## config.mk

```make
export PLATFORM = sky130hd
export DESIGN_NAME = vga_timing_generator
export DESIGN_NICKNAME = d
export VERILOG_FILES = /design/src/rtl/vga_timing_generator_pkg.sv /design/src/rtl/vga_axis_counter.sv /design/src/rtl/vga_timing_generator.sv
export SDC_FILE = /design/constraint.sdc
export NUM_CORES = 1
export LEC_CHECK = 0
export BUFFER_PORTS_ARGS = -buffer_cell sky130_fd_sc_hd__buf_2
export CAP_MARGIN = 15
export CORE_AREA = 3 3 60 62
export DETAILED_ROUTE_END_ITERATION = 10
export DIE_AREA = 0 0 63 65
export PLACE_DENSITY = 0.88
export SYNTH_ARGS = -nofsm -noshare
export SYNTH_HDL_FRONTEND = slang
export SYNTH_SLANG_ARGS = --single-unit
```

## constraint.sdc

```tcl
create_clock -name pixel_clk -period 3.6 [get_ports pixel_clk]
set_clock_uncertainty 0.1 [all_clocks]
set_input_delay 0.72 -clock pixel_clk [delete_from_list [all_inputs] [get_ports pixel_clk]]
set_output_delay 0.72 -clock pixel_clk [all_outputs]
set_load 0.01 [all_outputs]
```

## src/rtl/vga_timing_generator_pkg.sv

```systemverilog
// Shared 640x480@60 raster constants for the timing generator and the visualizers.
// Latency: n/a (constants and elaboration-time helpers only).
// Backpressure: n/a.
package vga_timing_generator_pkg;

   // Horizontal timing, in pixel clocks
   localparam int VGA_H_ACTIVE = 640;
   localparam int VGA_H_FP     = 16;
   localparam int VGA_H_SYNC   = 96;
   localparam int VGA_H_BP     = 48;

   // Vertical timing, in lines
   localparam int VGA_V_ACTIVE = 480;
   localparam int VGA_V_FP     = 10;
   localparam int VGA_V_SYNC   = 2;
   localparam int VGA_V_BP     = 33;

   // Sync polarities: 0 means the pulse is driven low
   localparam logic VGA_HS_POL = 1'b0;
   localparam logic VGA_VS_POL = 1'b0;

   localparam int VGA_CNT_W = 10;

   // Visible area as seen by the visualizers
   localparam int SCREEN_W = VGA_H_ACTIVE;
   localparam int SCREEN_H = VGA_V_ACTIVE;

   // Period of one axis: visible region plus the three blanking segments
   function automatic int axis_total(input int active, input int fp, input int sync, input int bp);
      return active + fp + sync + bp;
   endfunction

   localparam int VGA_H_TOTAL = axis_total(VGA_H_ACTIVE, VGA_H_FP, VGA_H_SYNC, VGA_H_BP);
   localparam int VGA_V_TOTAL = axis_total(VGA_V_ACTIVE, VGA_V_FP, VGA_V_SYNC, VGA_V_BP);

endpackage

```

## src/rtl/vga_axis_counter.sv

```systemverilog
// One raster axis: wrapping position counter plus combinational active/sync window decode.
// Latency: o_cnt is the registered count; o_wrap/o_active/o_sync decode it in the same cycle.
// Backpressure: none; advances on every cycle where i_step is high.
//
// Ports:
//   pixel_clk  pixel clock
//   rst_n      asynchronous active-low reset, clears the count
//   i_step     advance enable (1 for the H axis, H wrap for the V axis)
//   o_cnt      current position, 0..TOTAL-1
//   o_wrap     high when stepping from TOTAL-1 back to 0 this cycle
//   o_active   position lies in the visible region
//   o_sync     sync level for this position, already at polarity POL
module vga_axis_counter
   import vga_timing_generator_pkg::*;
#(
   parameter int   ACTIVE = VGA_H_ACTIVE,
   parameter int   FP     = VGA_H_FP,
   parameter int   SYNC   = VGA_H_SYNC,
   parameter int   BP     = VGA_H_BP,
   parameter logic POL    = VGA_HS_POL,
   parameter int   CNT_W  = VGA_CNT_W
) (
   input  logic             pixel_clk,
   input  logic             rst_n,
   input  logic             i_step,
   output logic [CNT_W-1:0] o_cnt,
   output logic             o_wrap,
   output logic             o_active,
   output logic             o_sync
);

   localparam int TOTAL = axis_total(ACTIVE, FP, SYNC, BP);

   localparam logic [CNT_W-1:0] LAST = CNT_W'(TOTAL - 1);

   // Window bounds carry one extra bit so a bound equal to 2**CNT_W does not alias to 0
   localparam logic [CNT_W:0] ACT_END  = (CNT_W+1)'(ACTIVE);
   localparam logic [CNT_W:0] SYNC_BEG = (CNT_W+1)'(ACTIVE + FP);
   localparam logic [CNT_W:0] SYNC_END = (CNT_W+1)'(ACTIVE + FP + SYNC);

   logic [CNT_W-1:0] cnt;
   logic [CNT_W:0]   cnt_x;
   logic             at_last;
   logic             in_sync;

   assign cnt_x   = {1'b0, cnt};
   assign at_last = (cnt == LAST);

   always_ff @(posedge pixel_clk or negedge rst_n) begin
      if (!rst_n) begin
         cnt <= '0;
      end else if (i_step) begin
         cnt <= at_last ? '0 : cnt + 1'b1;
      end
   end

   assign in_sync  = (cnt_x >= SYNC_BEG) && (cnt_x < SYNC_END);

   assign o_cnt    = cnt;
   assign o_wrap   = i_step && at_last;
   assign o_active = (cnt_x < ACT_END);
   assign o_sync   = in_sync ? POL : ~POL;

endmodule

```

## src/rtl/vga_timing_generator.sv

```systemverilog
// VGA raster timing source: pixel coordinates, HS/VS, blanking and per-frame/per-line ticks.
// Latency: every output registered; all outputs in a cycle describe the same pixel (no skew).
// Backpressure: none; free-running at one pixel per pixel_clk.
//
// Ports:
//   pixel_clk     pixel clock (25.175 MHz nominal)
//   rst_n         asynchronous active-low reset
//   o_hsync       horizontal sync, active level HS_POL
//   o_vsync       vertical sync, active level VS_POL
//   o_blank_n     DAC blank, same as video_on
//   o_sync_n      DAC composite sync, tied low
//   pixel_x       horizontal position 0..H_TOTAL-1
//   pixel_y       vertical position 0..V_TOTAL-1
//   video_on      pixel lies in the visible area
//   o_frame_over  one-cycle tick at (0, V_ACTIVE), the start of vertical blanking
//   o_line_start  one-cycle tick at pixel_x == 0 on every line
module vga_timing_generator
   import vga_timing_generator_pkg::*;
#(
   parameter int   H_ACTIVE = VGA_H_ACTIVE,
   parameter int   H_FP     = VGA_H_FP,
   parameter int   H_SYNC   = VGA_H_SYNC,
   parameter int   H_BP     = VGA_H_BP,
   parameter int   V_ACTIVE = VGA_V_ACTIVE,
   parameter int   V_FP     = VGA_V_FP,
   parameter int   V_SYNC   = VGA_V_SYNC,
   parameter int   V_BP     = VGA_V_BP,
   parameter logic HS_POL   = VGA_HS_POL,
   parameter logic VS_POL   = VGA_VS_POL,
   parameter int   CNT_W    = VGA_CNT_W
) (
   input  logic             pixel_clk,
   input  logic             rst_n,
   output logic             o_hsync,
   output logic             o_vsync,
   output logic             o_blank_n,
   output logic             o_sync_n,
   output logic [CNT_W-1:0] pixel_x,
   output logic [CNT_W-1:0] pixel_y,
   output logic             video_on,
   output logic             o_frame_over,
   output logic             o_line_start
);

   localparam logic [CNT_W-1:0] V_BLANK_LINE = CNT_W'(V_ACTIVE);

   // The axis counters hold the pixel that will be presented on the next edge; the output
   // registers below present it. This keeps every output aligned to the same pixel and
   // makes the first edge after reset show (0,0).
   logic [CNT_W-1:0] h_cnt;
   logic [CNT_W-1:0] v_cnt;
   logic             h_wrap;
   logic             h_active;
   logic             v_active;
   logic             h_sync;
   logic             v_sync;

   // Frame boundaries are decoded from v_cnt directly, so the V wrap is not consumed
   logic             unused_v_wrap;

   vga_axis_counter #(
      .ACTIVE (H_ACTIVE),
      .FP     (H_FP),
      .SYNC   (H_SYNC),
      .BP     (H_BP),
      .POL    (HS_POL),
      .CNT_W  (CNT_W)
   ) u_h_axis (
      .pixel_clk (pixel_clk),
      .rst_n     (rst_n),
      .i_step    (1'b1),
      .o_cnt     (h_cnt),
      .o_wrap    (h_wrap),
      .o_active  (h_active),
      .o_sync    (h_sync)
   );

   vga_axis_counter #(
      .ACTIVE (V_ACTIVE),
      .FP     (V_FP),
      .SYNC   (V_SYNC),
      .BP     (V_BP),
      .POL    (VS_POL),
      .CNT_W  (CNT_W)
   ) u_v_axis (
      .pixel_clk (pixel_clk),
      .rst_n     (rst_n),
      .i_step    (h_wrap),
      .o_cnt     (v_cnt),
      .o_wrap    (unused_v_wrap),
      .o_active  (v_active),
      .o_sync    (v_sync)
   );

   always_ff @(posedge pixel_clk or negedge rst_n) begin
      if (!rst_n) begin
         pixel_x      <= '0;
         pixel_y      <= '0;
         video_on     <= 1'b0;
         o_blank_n    <= 1'b0;
         o_hsync      <= ~HS_POL;
         o_vsync      <= ~VS_POL;
         o_frame_over <= 1'b0;
         o_line_start <= 1'b0;
      end else begin
         pixel_x      <= h_cnt;
         pixel_y      <= v_cnt;
         video_on     <= h_active && v_active;
         o_blank_n    <= h_active && v_active;
         o_hsync      <= h_sync;
         o_vsync      <= v_sync;
         // First pixel of the first blanking line: bank swaps here cannot tear
         o_frame_over <= (h_cnt == '0) && (v_cnt == V_BLANK_LINE);
         o_line_start <= (h_cnt == '0);
      end
   end

   assign o_sync_n = 1'b0;

endmodule
```

Word-level counts from Yosys, hierarchy flattened. Cells that the tools add are included.

$add $sub $neg: 2. $lt $le $gt $ge: 6. Eq/ne operators: 3. Mux-type cells: 4. Reduce and logical (&&, ||, !) cells: 5.

Operators with widths (number): adder 10 x 1 -> 10 bit, second input constant (2); equality test 10 bit, second input constant (2); less-than comparator 10 bit, second input constant (2); less-than comparator 10 x 9 -> 1 bit, second input constant (2); two-way mux 10 bit (2); equality test 10 x 9 -> 1 bit, second input constant (1); greater-or-equal comparator 10 bit, second input constant (1); greater-or-equal comparator 10 x 9 -> 1 bit, second input constant (1); zero test 10 bit (1); logical AND 1 bit (4); two-way mux 1 bit (2).

Flip-flop bits (word level): 45. Input bits: 2. Output and inout port bits: 27. Logic and storage cells: 29.

Depth between registers and ports, before layout. Gate-level depths: netlist of run 1.

Depth after elaboration: 3. Mapped depth: 6. Mapped depth without buffers: 6.

Cells and area by module. Synthesis of run 1 repeated with hierarchy kept, for this count alone.

Cell total of the unflattened synthesis: 152. Area, all modules: 1873.0 µm².

By module, submodules not included: vga_timing_generator (times used 1, cells each 37, area an instance 725.7 µm², sequential area each 628.1 µm²); vga_axis_counter (u_h_axis) (times used 1, cells each 59, area an instance 578.1 µm², sequential area each 250.2 µm²); vga_axis_counter (u_v_axis) (times used 1, cells each 56, area an instance 569.3 µm², sequential area each 250.2 µm²).

Least setup slack after synthesis of run 1. Ideal clock, no wire load.

Path type: reg-to-reg. Start point: reg u_h_axis.cnt[5] (netlist: u_h_axis.o_cnt[5]). End point: reg u_v_axis.cnt[2] (netlist: u_v_axis.o_cnt[2]). Setup time: 120 ps. Data arrival time: 1638 ps. Required time: 3380 ps. Path slack: 1742 ps. Stages on the path, launching flop included: 6. Path buffers: 1. Period minus slack after synthesis: 1858 ps. Cell sequence: dfrtp_1 or4b_1 buf_6 or3_4 nor2_4 nor2_1.

Longest elaborated chain between the ends: 1.

RTL lines: from (decl) (RTL line vga_axis_counter.sv:41) `logic [CNT_W-1:0] cnt;`; from (signal assigned) (RTL line vga_axis_counter.sv:53) `cnt <= at_last ? '0 : cnt + 1'b1;`; equality test 10 bit (RTL line vga_axis_counter.sv:47) `assign at_last = (cnt == LAST);`; to (signal assigned) (RTL line vga_axis_counter.sv:53); to (decl) (RTL line vga_axis_counter.sv:41).

No other way between the ends. A chain may end at the register's enable or synchronous reset.

Worst setup path after layout of run 1.
Start point: reg u_h_axis.cnt[5] (netlist: u_h_axis.o_cnt[5]). End point: reg u_v_axis.cnt[9] (netlist: u_v_axis.o_cnt[9]).

The elaborated chain is that of the path after synthesis.

==> key figures, run 1 <==
Finish
  – Layout cell share with drive strength beyond 1: 0.314
  – Antenna fix cells: 0
  – Core Util, Final: 0.670
  – Finished Layout Cells: 213
  – Final #Nets: 175
  – Commonest non-fill, non-tap cell in the layout: dfrtp_1
  – P&R area growth vs syn: 12.9%
  – Most frequent cells in the layout: dfrtp_1, buf_2, nand3_1

Synth
  – Largest cells by area after synthesis: dfrtp_1, xnor2_1, ha_1, dfstp_2, nand3_1
  – Sequential cell area fraction in the yosys report: 0.618
  – Post-synth top area cell: dfrtp_1
  – Post-Syn Instances: 138
  – Syn Std Cell Area: 1830 um^2
  – Mapped Nets: 145
  – Yosys cell types: 39
  – Syn Area/Cell: 13.2 um^2
  – Synthesized flop and latch total: 45
  – Syn. warnings: 0
  – Share of the synthesized area in the top cell type: 0.589

Clock tree
  – H-tree depth: 2
  – Clk buf depth: 2
  – CTS sink count: 45
  – Hold-fix buffers, CTS: 0
  – CTS Buf Count: 5
  – Reg clk slew, reported paths: 0.13 ns
  – # Post-CTS Setup Buffers: 0
  – Post_cts resized: 0
  – Worst-Skew Late Latency: 0.36 ns
  – TritonCTS clock tree: yes
  – CTS root buf: clkbuf_4

Global route
  – Initial antenna violation count: 0
  – Vias in the first global route: 1135
  – Largest net degree at the start of global routing: 46
  – GR Util All Layers: 0.170
  – First-pass GRT wire length: 5250 um
  – Grt ovf: 0

Worst setup path
  – CP Capture Type: flop
  – Worst Path Max Fanout: 11
  – Critical path arrival: 2.32 ns
  – CP Launch Type: flop
  – CP Data Required Time: 3.77 ns
  – Worst path bufs/invs: 0
  – R2R setup slack: 1.44 ns
  – Crit path kind: reg2reg
  – Slowest-stage cell, CP: or4b_1
  – CP max stage delay: 0.74 ns
  – R2r worst-path depth: 4
  – CP Cell Sequence: or4b_1, nor3_4, a41o_2, a21oi_1
  – Reg2reg end: u_v_axis.o_cnt[9]
  – CP top delay family: simple AND/OR/NAND/NOR gates
  – Crit Reg-Reg Startpoint: u_h_axis.o_cnt[5]

STA
  – Period minus WS final: 2.16 ns
  – Fin. max-slew vios: 0
  – Setup TNS: 0 ns
  – Worst-Margin Slew: 0.918 ns
  – RSZ-0062 raised after global routing: false
  – Worst Hold Slack: 0.380 ns
  – Setup violations, final: 0
  – Period Utilization, post-route: 0.599
  – FMAX: 463 MHz
  – Slew HR: 0.388
  – Final Hold Viols: 0

Place
  – Dpl cells: 205
  – Dpl hpwl: 2090 um
  – Gp weighted congestion: 0.874
  – PortBufs: 27

Status
  – Status: complete, no violations

Die
  – # rows: 20
  – Die area: 4100 um^2
  – Height of the die: 65 um
  – Initial Utilization: 0.593
  – Core Region: 3080 um^2
  – Die X: 63 um
  – IO Pins: 29

Pwr
  – Total power: 0.824 mW
  – Pwr dens: 399 nW/um^2
  – Leak: 1.04 nW
  – Max VDD drop: 0.212 mV

Drt
  – Initial DRC count: 56
  – WL final: 2990 um
  – Vias/cell: 5.23
  – Routed WL per cell: 14.0 um
  – Routed vias: 1114
  – DR pass1 iterations: 4
  – Post-DRT Antenna Nets: 0
  – DR DRC count: 0

Min path
  – Worst hold path type: in2async

Job
  – Max-Cap Viols: 0
## worst max-delay path by stage
stage / startpoint / to / depth (start not counted)
final: u_h_axis.o_cnt[5] / u_v_axis.o_cnt[9] / 4
after global routing: u_h_axis.o_cnt[5] / u_v_axis.o_cnt[9] / 4
after CTS: u_h_axis.o_cnt[5] / u_v_axis.o_cnt[9] / 4
after detailed placement: u_h_axis.o_cnt[5] / u_v_axis.o_cnt[9] / 4
after global placement: u_h_axis.o_cnt[5] / u_v_axis.o_cnt[9] / 4
after floorplan: u_h_axis.o_cnt[5] / u_v_axis.o_cnt[2] / 5
## worst reg2reg max path, stage by stage (launching register included)
cell     delay (ns)
dfrtp_1        0.47
or4b_1         0.74
nor3_4         0.43
a41o_2         0.27
a21oi_1        0.06
## kinds of logic (layout without fill, tap and decap cells)
group | count (synthesis) | in the layout | synth area share
compound gates | 10 | 10 | 0.0349
xor+xnor | 13 | 13 | 0.0664
fa+ha+maj | 5 | 5 | 0.0342
buf+inv | 10 | 41 | 0.0329
flops | 45 | 45 | 0.618
other cells | 1 | 1 | 0.00205
simple gates | 54 | 54 | 0.212
## synthesized netlist by cell type
library cell / number
inv_1: 6
nand3_1: 9
o21ba_2: 1
and4_2: 1
nand4b_1: 1
nand3_2: 1
nor4bb_1: 1
nor4_1: 1
a21oi_1: 1
ha_1: 5
xor2_1: 4
xnor2_2: 1
o211ai_1: 1
a41o_2: 1
and3_1: 4
nand2_1: 8
nand4_4: 1
or4_1: 1
nor4_4: 2
and3_2: 2
or4b_1: 1
nor4_2: 2
nor2_1: 8
or4_2: 1
nand4_1: 1
conb_1: 1
nand2b_1: 1
nor3_1: 3
and4_1: 1
dfrtp_1: 43
buf_4: 2
xnor2_1: 8
or3_4: 1
nor3_4: 1
buf_6: 2
o21ai_0: 6
dfstp_2: 2
and2_1: 1
nor2_4: 1
## area by class of cell
type / instances / area, um^2
flip-flops and latches: 45 / 1130
fillers: 227 / 1010
multi-input cells: 83 / 638
repair buffers: 27 / 135
well taps: 44 / 55.1
clock inverters: 3 / 46.3
clock buffers: 5 / 37.5
inverters: 6 / 22.5
## layer usage
layer	vias up	track usage	part of all wire
met5	-	0	0
met4	0	0.0854	0.032
met3	11	0.0572	0.050
met2	28	0.281	0.50
met1	541	0.198	0.42
li1	534	-	-
## power breakdown
part	total, mW	internal, mW	switching [mW]
Combinational	0.00956	0.000393	0.00917
Clock	0.309	0.147	0.162
Sequential	0.506	0.506	0
Total	0.824	0.653	0.171
## through the flow
stage | area, um^2 | setup slack [ns]
after global placement | 1980 | 1.51
after floorplan | 1830 | 1.74
after detailed placement | 1980 | 1.44
after global routing | 2060 | 1.30
final | 2060 | 1.44
after CTS | 2060 | 1.42
## registers in the layout, summed over array words and instances (netlist names)
| register | cells |
|---|---|
| pixel_y | 10 |
| o_line_start | 1 |
| u_h_axis.o_cnt | 10 |
| pixel_x | 10 |
| u_v_axis.o_cnt | 10 |
| o_vsync | 1 |
| o_hsync | 1 |
| video_on | 1 |
| o_frame_over | 1 |
(Power assumes the default switching activity.)
==> run 2: changes to the inputs <==
- ABC_AREA: default -> 1
- CORE_AREA: 3 3 60 62 -> 3 3 63 65
- DIE_AREA: 0 0 63 65 -> 0 0 66 68
- PLACE_DENSITY: 0.88 -> 0.82
- clock period: 3.6 -> 2.05 ns (I/O delays scaled with it)
==> key figures, run 2 <==
STA
  – RSZ-0062 raised after global routing: false (unchanged)
  – Fin. max-slew vios: 0 (unchanged)
  – Period Utilization, post-route: 0.903 (was 0.599)
  – FMAX: 540 MHz (was 463 MHz)
  – Setup TNS: 0 ns (unchanged)
  – Setup violations, final: 0 (unchanged)
  – Final Hold Viols: 0 (unchanged)
  – Period minus WS final: 1.85 ns (was 2.16 ns)
  – Worst setup margin: 0.199 ns (was 1.44 ns)
  – Worst Hold Slack: 0.367 ns (was 0.380 ns)

Worst setup path
  – Critical path arrival: 2.02 ns (was 2.32 ns)
  – CP Capture Type: flop (unchanged)
  – Stages on the worst setup path: 8 (was 4)
  – Worst path bufs/invs: 1 (was 0)
  – CP Data Required Time: 2.22 ns (was 3.77 ns)
  – Slowest-stage cell, CP: dfrtp_1 (was or4b_1)
  – CP max stage delay: 0.51 ns (was 0.74 ns)
  – CP Launch Type: flop (unchanged)
  – R2r worst-path depth: 8 (was 4)
  – Crit path kind: reg2reg (unchanged)
  – CP Cell Sequence: ha_1, nand2_2, nor2_4, nand3_2, nor2_4, buf_4, nand3_1, o21ai_0 (was or4b_1, nor3_4, a41o_2, a21oi_1)
  – R2R setup slack: 0.20 ns (was 1.44 ns)
  – Crit-path most repeated cell: nor2_4
  – CP top delay family: simple AND/OR/NAND/NOR gates (unchanged)
  – Worst Path Max Fanout: 8 (was 11)

Global route
  – Vias in the first global route: 1344 (was 1135)
  – First-pass GRT wire length: 5980 um (was 5250 um)
  – GR Util All Layers: 0.179 (was 0.170)
  – Largest net degree at the start of global routing: 27 (was 46)
  – Initial antenna violation count: 0 (unchanged)
  – Grt ovf: 0 (unchanged)

Die
  – Die area: 4490 um^2 (was 4100 um^2)
  – Initial Utilization: 0.556 (was 0.593)
  – Height of the die: 68 um (was 65 um)
  – Die X: 66 um (was 63 um)
  – IO Pins: 29 (unchanged)
  – Core Region: 3390 um^2 (was 3080 um^2)
  – # rows: 21 (was 20)

Min path
  – Worst hold path type: reg2reg (was in2async)
  – Hold Path Depth: 0

Clock tree
  – CTS sink count: 45 (unchanged)
  – Reg clk slew, reported paths: 0.13 ns (about the same)
  – Post_cts resized: 0 (unchanged)
  – CTS root buf: clkbuf_4 (unchanged)
  – TritonCTS clock tree: yes (unchanged)
  – H-tree depth: 2 (unchanged)
  – Worst-Skew Late Latency: 0.36 ns (about the same)
  – Clk buf depth: 2 (unchanged)
  – CTS Buf Count: 5 (unchanged)

Pwr
  – Clock share of power: 0.328 (was 0.375)
  – Sequential Power Share: 0.655 (was 0.613)
  – Power Internal: 1.06 mW (was 0.653 mW)
  – Switching share of power: 0.217 (was 0.208)
  – Leak: 1.12 nW (was 1.04 nW)
  – P_sw: 0.295 mW (was 0.171 mW)
  – Pwr dens: 619 nW/um^2 (was 399 nW/um^2)
  – Max VDD drop: 0.335 mV (was 0.212 mV)
  – Combinational share of power: 0.017 (was 0.012)

Finish
  – Layout cell share with drive strength beyond 1: 0.212 (was 0.314)
  – Post-route cell area: 2190 um^2 (was 2060 um^2)
  – Antenna fix cells: 0 (unchanged)
  – Core Util, Final: 0.646 (was 0.670)
  – P&R area growth vs syn: 16.3% (was 12.9%)
  – # fillers: 252 (was 227)
  – Most frequent cells in the layout: dfrtp_1, nand2_1, nor2_1 (was dfrtp_1, buf_2, nand3_1)
  – Final #Nets: 242 (was 175)
  – Commonest non-fill, non-tap cell in the layout: dfrtp_1 (unchanged)

Synth
  – Top cells by count, synth: dfrtp_1, nand2_1, nor2_1 (was dfrtp_1, nand3_1, nand2_1, nor2_1, xnor2_1)
  – Post-Syn Instances: 196 (was 138)
  – Post-synth EDFFs: 0 (unchanged)
  – Sequential cell area fraction in the yosys report: 0.599 (was 0.618)
  – Top_reg_cell synth: dfrtp_1 (unchanged)
  – Post-synth top area cell: dfrtp_1 (unchanged)
  – Share of the synthesized area in the top cell type: 0.571 (was 0.589)
  – Syn Std Cell Area: 1880 um^2 (was 1830 um^2)
  – Most common cell in the netlist: dfrtp_1 (unchanged)
  – Yosys cell types: 23 (was 39)
  – Syn Area/Cell: 9.61 um^2 (was 13.2 um^2)
  – Syn. warnings: 0 (unchanged)
  – Async set or reset register ratio after synthesis: 1.00 (unchanged)
  – Largest cells by area after synthesis: dfrtp_1, nand2_1, nor2_1, inv_1, ha_1 (was dfrtp_1, xnor2_1, ha_1, dfstp_2, nand3_1)
  – Mapped Nets: 203 (was 145)
  – Synthesized flop and latch total: 45 (unchanged)

Place
  – Post-DP Area: 2070 um^2 (was 1980 um^2)
  – Gp weighted congestion: 0.796 (was 0.874)
  – Dpl hpwl: 2480 um (was 2090 um)
  – PortBufs: 27 (unchanged)
  – Post-place setup slack: 0.217 ns (was 1.44 ns)

Drt
  – Routed WL per cell: 12.6 um (was 14.0 um)
  – Initial DRC count: 106 (was 56)
  – WL final: 3540 um (was 2990 um)
  – Vias/cell: 5.12 (was 5.23)
  – DR DRC count: 0 (unchanged)
  – DR pass1 iterations: 4 (unchanged)
  – Post-DRT Antenna Nets: 0 (unchanged)
  – Routed vias: 1443 (was 1114)

Job
  – Max-Cap Viols: 0 (unchanged)

Status
  – Status: complete, no violations (unchanged)
## run 2: cell count changes in the layout (fill, tap and decap cells not counted), moves of 4 or more
cell	delta
and3_1	-4
buf_4	+6
inv_1	+17
nand2_1	+32
nand4_1	+8
nor2_1	+20
xnor2_1	-7
## run 2: power groups by stage
stage | clock network [mW] | logic (mW) | registers [mW]
after floorplan | 0 | 0.00221 | 0.905
final | 0.445 | 0.0229 | 0.888
after CTS | 0.461 | 0.0242 | 0.888
after detailed placement | 0 | 0.0228 | 0.904
after global routing | 0.503 | 0.0273 | 0.888
after global placement | 0 | 0.0224 | 0.904
## run 2: timing repair
action                     CTS  global route
hold endpoints to repair    19             0
hold buffers                 1             0
setup endpoints to repair    0             6
setup buffers                0             6
## run 2: cells by family (layout without fill, tap and decap cells)
group,after synthesis,in the layout,share of synthesized area
compound gates,13,13,0.0365
xor+xnor,7,7,0.0326
fa+ha+maj,5,5,0.0332
buf+inv,27,67,0.0618
flops,45,45,0.599
other cells,1,1,0.00199
simple gates,98,98,0.235
## run 2: worst paths after layout
path | startpoint | endpoint
setup / recovery | u_h_axis.o_cnt[0] | u_v_axis.o_cnt[0]
hold / removal | u_h_axis.o_cnt[3] | pixel_x[3]
setup reg to reg | u_h_axis.o_cnt[0] | u_v_axis.o_cnt[0]
hold reg to reg | u_h_axis.o_cnt[3] | pixel_x[3]
max in group asynchronous | rst_n | o_hsync
min in group asynchronous | rst_n | u_h_axis.o_cnt[0]
## run 2: worst reg2reg max path, cell delays in order (launching register included)
cell and delay [ns]:
dfrtp_1 0.51, ha_1 0.26, nand2_2 0.09, nor2_4 0.13, nand3_2 0.09, nor2_4 0.21
buf_4 0.19, nand3_1 0.08, o21ai_0 0.11
## run 2: metal layers
metal | GRT usage | wire length, um
met1 | 0.230 | 1550
met2 | 0.270 | 1670
met3 | 0.0493 | 228
met4 | 0.109 | 103
met5 | 0 | 0
## run 2: layout make-up
class	instances	area, um^2	share of cell area
Inverter	24	90.1	0.0411
Timing Repair Buffer	35	210	0.0960
Sequential cell	45	1130	0.515
Multi-Input combinational cell	124	638	0.291
Clock buffer	6	51.3	0.0234
Tap cell	46	57.6	0.0263
Clock inverter	2	13.8	0.00629
## run 2: metrics by stage
stage	total power [mW]	instances
after floorplan	0.907	196
after CTS	1.37	276
after global placement	0.927	267
after global routing	1.42	282
after detailed placement	0.927	267
final	1.36	282
